<file path="src/rtl/seq_mult_sm_if.sv">
// Start/ready/done handshake and operand/result bus for the sequential multiplier.
// The master issues multiplies; the slave (seq_mult_sm) computes them.
interface seq_mult_sm_if #(
    parameter int WA = 8,
    parameter int WB = 8
);
    logic              start;
    logic              signed_mode;
    logic [WA-1:0]     a;
    logic [WB-1:0]     b;
    logic [WA+WB-1:0]  product;
    logic              ready;
    logic              busy;
    logic              done;

    modport master (
        output start, signed_mode, a, b,
        input  product, ready, busy, done
    );

    modport slave (
        input  start, signed_mode, a, b,
        output product, ready, busy, done
    );
endinterface

</file>
<file path="src/rtl/seq_mult_sm.sv">
// Sequential shift-add multiplier on operand magnitudes, with signed/unsigned mode,
// zero-operand bypass and early exit once the multiplier's last set bit is consumed.
module seq_mult_sm #(
    parameter int WA = 8,
    parameter int WB = 8
) (
    input  logic          clk,
    input  logic          reset_n,
    seq_mult_sm_if.slave  bus
);
    localparam int W = WA + WB;

    typedef enum logic [1:0] {
        IDLE = 2'd0,
        RUN  = 2'd1,
        DONE = 2'd2
    } state_t;

    state_t          state_q, state_d;
    logic            neg_q, neg_d;
    logic [W-1:0]    mcand_q, mcand_d;
    logic [WB-1:0]   mplier_q, mplier_d;
    logic [W-1:0]    acc_q, acc_d;
    logic [W-1:0]    product_q, product_d;

    logic [WA-1:0]   a_mag;
    logic [WB-1:0]   b_mag;
    logic [W-1:0]    acc_next;

    always_comb begin
        state_d   = state_q;
        neg_d     = neg_q;
        mcand_d   = mcand_q;
        mplier_d  = mplier_q;
        acc_d     = acc_q;
        product_d = product_q;

        a_mag    = (bus.signed_mode && bus.a[WA-1]) ? -bus.a : bus.a;
        b_mag    = (bus.signed_mode && bus.b[WB-1]) ? -bus.b : bus.b;
        acc_next = acc_q + (mplier_q[0] ? mcand_q : '0);

        case (state_q)
            IDLE: begin
                if (bus.start) begin
                    neg_d    = bus.signed_mode & (bus.a[WA-1] ^ bus.b[WB-1]);
                    mcand_d  = {{WB{1'b0}}, a_mag};
                    mplier_d = b_mag;
                    acc_d    = '0;
                    if (bus.a == '0 || bus.b == '0) begin
                        product_d = '0;
                        state_d   = DONE;
                    end else begin
                        state_d   = RUN;
                    end
                end
            end
            RUN: begin
                acc_d    = acc_next;
                mcand_d  = mcand_q << 1;
                mplier_d = mplier_q >> 1;
                // Only bit 0 left (or none): this edge consumes the last set bit.
                if (mplier_q[WB-1:1] == '0) begin
                    product_d = neg_q ? -acc_next : acc_next;
                    state_d   = DONE;
                end
            end
            DONE: begin
                state_d = IDLE;
            end
            default: begin
                state_d = IDLE;
            end
        endcase
    end

    always_ff @(posedge clk or negedge reset_n) begin
        if (!reset_n) begin
            state_q   <= IDLE;
            neg_q     <= 1'b0;
            mcand_q   <= '0;
            mplier_q  <= '0;
            acc_q     <= '0;
            product_q <= '0;
        end else begin
            state_q   <= state_d;
            neg_q     <= neg_d;
            mcand_q   <= mcand_d;
            mplier_q  <= mplier_d;
            acc_q     <= acc_d;
            product_q <= product_d;
        end
    end

    assign bus.product = product_q;
    assign bus.ready   = (state_q == IDLE);
    assign bus.busy    = (state_q == RUN);
    assign bus.done    = (state_q == DONE);
endmodule

</file>
<file path="src/flat_wrapper.sv">
// flat-port wrapper written by rule: the top's interface ports become plain ports
module seq_mult_sm_flat 
#(
    parameter int WA = 8,
    parameter int WB = 8
)
  (clk, reset_n, bus_start, bus_signed_mode, bus_a, bus_b, bus_product, bus_ready, bus_busy, bus_done);
  seq_mult_sm_if #(.WA(WA), .WB(WB)) bus_i ();
  input  logic clk;
  input  logic reset_n;
  input wire logic [$bits(bus_i.start)-1:0] bus_start;
  input wire logic [$bits(bus_i.signed_mode)-1:0] bus_signed_mode;
  input wire logic [$bits(bus_i.a)-1:0] bus_a;
  input wire logic [$bits(bus_i.b)-1:0] bus_b;
  output wire logic [$bits(bus_i.product)-1:0] bus_product;
  output wire logic [$bits(bus_i.ready)-1:0] bus_ready;
  output wire logic [$bits(bus_i.busy)-1:0] bus_busy;
  output wire logic [$bits(bus_i.done)-1:0] bus_done;
  assign bus_i.start = bus_start;
  assign bus_i.signed_mode = bus_signed_mode;
  assign bus_i.a = bus_a;
  assign bus_i.b = bus_b;
  assign bus_product = bus_i.product;
  assign bus_ready = bus_i.ready;
  assign bus_busy = bus_i.busy;
  assign bus_done = bus_i.done;
  seq_mult_sm #(.WA(WA), .WB(WB)) u_core (.clk(clk), .reset_n(reset_n), .bus(bus_i));
endmodule
</file>
<file path="config.mk">
export PLATFORM = sky130hd
export DESIGN_NAME = seq_mult_sm_flat
export DESIGN_NICKNAME = d
export VERILOG_FILES = /design/src/rtl/seq_mult_sm_if.sv /design/src/rtl/seq_mult_sm.sv /design/src/flat_wrapper.sv
export SDC_FILE = /design/constraint.sdc
export NUM_CORES = 1
export LEC_CHECK = 0
export ABC_AREA = 1
export CAP_MARGIN = 20
export CORE_MARGIN = 3
export CORE_UTILIZATION = 53
export CTS_CLUSTER_DIAMETER = 40
export CTS_CLUSTER_SIZE = 8
export DETAILED_ROUTE_END_ITERATION = 8
export HOLD_SLACK_MARGIN = 0.15
export PLACE_DENSITY = 0.84
export SLEW_MARGIN = 20
export SYNTH_ARGS = -nofsm -noshare
export SYNTH_HDL_FRONTEND = slang
export SYNTH_SLANG_ARGS = --single-unit
</file>
<file path="constraint.sdc">
create_clock -name clk -period 3 [get_ports clk]
set_clock_uncertainty 0.15 [all_clocks]
set_input_delay 0.45 -clock clk [delete_from_list [all_inputs] [get_ports clk]]
set_output_delay 0.45 -clock clk [all_outputs]
set_load 0.1 [all_outputs]
</file>
==> out/qor.csv <==
stage,metric,value,unit
sta,slew_violations,0,
cts,cts_root_buf,clkbuf_8,
floorplanning,die_x,95.2,um
floorplanning,core-area,7490,um^2
synthesis,synth_fa_ha_area_share,5.82,%
synthesis,yosysTopAreaCell,dfrtp_1,
sta,final_hold_viol_count,0,
route,drt_iter0_markers,167,
cells_and_area,area_growth,17.0,%
cts,cts.htree.levels,3,
cts,cts_tree,yes,
critical_path,crit_family,simple AND/OR/NAND/NOR gates,
global_route,grt-ovfl-total,0,
synthesis,synthCells,617,
route,antenna_left,0,
floorplanning,die_h,95.2,um
hold_path,hold_depth,2,
cts,clkSinkCount,59,
synthesis,ys.flop_type,dfrtp_1,
critical_path,worstPathCellList,nand2_1 -> inv_1 -> ha_1 -> fa_1 -> inv_2 -> ha_1 -> inv_1 -> nor2_2 -> nand3_1 -> nor2_1 -> nand2_1 -> nand2_2 -> nand3_2 -> nor2_1 -> nor2_1 -> nand2_1 -> nand2_1,
power_and_ir_drop,p_sw,0.00300,W
synthesis,ys_warn_count,0,
critical_path,path_max_fanout,4,
synthesis,synth_seq_cells,59,
placement,dp_hpwl,8660,um
cts,clockBufferDepth,2,
route,via_per_inst,5.40,
sta,hold-worst-slack,334,ps
power_and_ir_drop,power_frac_clock,14.6,%
power_and_ir_drop,power_leakage,2.68,nW
synthesis,yosysTopAreaCellShare,35.0,%
synthesis,syn-cell-area,4220,um^2
sta,setup_viol,0,
synthesis,async_reset_ff_share,100,%
route,dr.pass1.iters,5,
critical_path,crit_arrival,2820,ps
critical_path,cp-end-kind,flip-flop,
cells_and_area,final_common_cell,nand2_1,
critical_path,crit_path_frequent_cell,nand2_1,
route,finalWirelength,11000,um
power_and_ir_drop,peakVddDrop,729,uV
route,wl_per_cell,14.3,um
synthesis,synth_simple_gate_area_share,33.4,%
sta,fin_crit_sh,90.8,%
floorplanning,die-area,9060,um^2
critical_path,path_depth,17,
global_route,antenna_found_initial,0,
power_and_ir_drop,share_comb_of_total_power,61.3,%
placement,gp_congestion,1.01,
cells_and_area,drive_gt1_share,12.1,%
synthesis,synth_compound_area_share,13.0,%
cells_and_area,nets,702,
synthesis,synth_seq_area_share,35.0,%
sta,tightestPinTransition,667,ps
sta,final.min_clock_period,2720,ps
sta,fmax,367,MHz
cells_and_area,fin_util,65.9,%
floorplanning,io_pins,39,
cts,insertion_delay,350,ps
placement,io_buffers,38,
synthesis,synth_xor_area_share,2.29,%
critical_path,cpMaxStageDelayCell,fa_1,
power_and_ir_drop,internal_power,0.00261,W
synthesis,synth_enable_flop_cells,0,
critical_path,critPathRequiredTime,3090,ps
critical_path,crit_buf_inv,3,
critical_path,crit_path_start_kind,flip-flop,
synthesis,avgSynthCellArea,6.83,um^2
global_route,grt_usage,26.6,%
cts,path_clk_slew,70,ps
flow_run,maxCapViolations,0,
global_route,grt_pass1_vias,4133,
power_and_ir_drop,power_switching_share,53.5,%
sta,slew_headroom,55.5,%
synthesis,syn-num-nets,656,
synthesis,muxShareOfSynthArea,0,%
cells_and_area,nFillCells,667,
critical_path,cpPeakStageDelay,470,ps
synthesis,ys_types,39,
run_status,status,"finished, final reports clean",
cells_and_area,diodes,0,
synthesis,yosys-top-cells-area,"dfrtp_1 35%, nand2_1 17%, inv_1 9.0%, ha_1 5.3%, o21ai_0 4.4%",
sta,rsz0062_at_grt,no,
power_and_ir_drop,seq_power_share,24.0,%
route,drc,0,
cells_and_area,most-common-layout-cells,"196 x nand2_1, 100 x inv_1, 59 x dfrtp_1",
floorplanning,rows,31,
synthesis,synth_top_family_by_area,simple AND/OR/NAND/NOR gates,
sta,fin_tns_setup,0,ps
route,via_count,4143,
cts,numCtsBuffers,9,
critical_path,crit_type,flip-flop to flip-flop,
global_route,grt_pass1_wl,18700,um
global_route,grt_max_degree,36,
hold_path,holdCritPathClass,flip-flop to flip-flop,
power_and_ir_drop,power_density,1140,nW/um^2
critical_path,worstRegToRegCells,17,
floorplanning,start_util,56.3,%
## registers in the layout (all words and copies together), names as in the netlist
register and flops:
u_core.mcand_q 16, u_core.acc_q 16, u_core.state_q 2, u_core.neg_q 1, u_core.mplier_q 8, u_core.bus.product 16
## through the flow
stage | setup slack (ps) | instances | power [W] | instance area (um^2)
global route | 11.3 | 767 | 0.00605 | 4930
detailed placement | 111 | 749 | 0.00473 | 4680
CTS | 250 | 766 | 0.00558 | 4920
floorplan | 129 | 617 | 0.00387 | 4220
finish | 277 | 767 | 0.00561 | 4930
global placement | 169 | 749 | 0.00463 | 4680
## what timing repair did
action,CTS,global route
hold endpoints to repair,24,0
endpoints found under the setup margin,0,3
setup buffers,0,1
resized for setup,0,4
hold buffers,1,0
## power by group through the flow
stage	registers, W	clock network, W	logic [W]
final	0.00135	0.000822	0.00344
after global routing	0.00138	0.000880	0.00379
after floorplan	0.00183	0	0.00203
after global placement	0.00134	0	0.00329
after detailed placement	0.00135	0	0.00338
after CTS	0.00134	0.000831	0.00341
## routing by layer
metal  part of all wire [%]  track usage (%)  up-vias
li1                       -                -     2052
met5                      0                0        -
met3                    5.1             5.52       26
met1                     42             31.5     1943
met4                    3.1             11.5        0
met2                     50             46.5      122
## kinds of logic after synthesis
kind of cell,Yosys count
flip-flops,59
XOR/XNOR,11
AND/OR/NAND/NOR,322
AO/OA/AOI/OAI,92
buffers and inverters,114
adder cells (fa/ha/maj),19
## final timing paths
check                                 startpoint                     end  slack, ps
min                        u_core.bus.product[2]   u_core.bus.product[2]        330
min reg2reg                u_core.bus.product[2]   u_core.bus.product[2]        330
max in group asynchronous                reset_n         u_core.acc_q[4]       1320
max reg2reg                   u_core.mplier_q[0]  u_core.bus.product[14]        280
max                           u_core.mplier_q[0]  u_core.bus.product[14]        280
min in group asynchronous                reset_n  u_core.bus.product[10]        490
## layout make-up
| class | instances | area, um^2 | share of cell area, % |
|---|---|---|---|
| multi-input combinational | 444 | 2310 | 46.8 |
| tap | 99 | 124 | 2.51 |
| inverter | 101 | 379 | 7.68 |
| clock inverter | 6 | 86.3 | 1.75 |
| sequential | 59 | 1480 | 29.9 |
| clock buffer | 10 | 138 | 2.79 |
| timing repair buffer | 48 | 422 | 8.55 |
## Yosys cell counts (2+ instances only)
cell,count
nand2_1,196
inv_1,101
dfrtp_1,59
nor2_1,44
o21ai_0,37
nand3_1,36
ha_1,18
nand2_2,16
a21oi_1,13
a22oi_1,12
clkbuf_1,10
nor3_1,9
o22ai_1,9
o21ai_1,6
xor2_1,6
nand3_2,5
xnor2_1,5
nand4_1,4
and2_1,3
nand2_4,3
o211ai_1,3
o31ai_1,3
a21oi_2,2
nor2_2,2
## tightest hold or removal path: cells and delay by family, from the launching register on
family | cells | cell delay [ps]
flops | 1 | 350
simple gates | 2 | 100
Power figures use the tool's default switching activity.
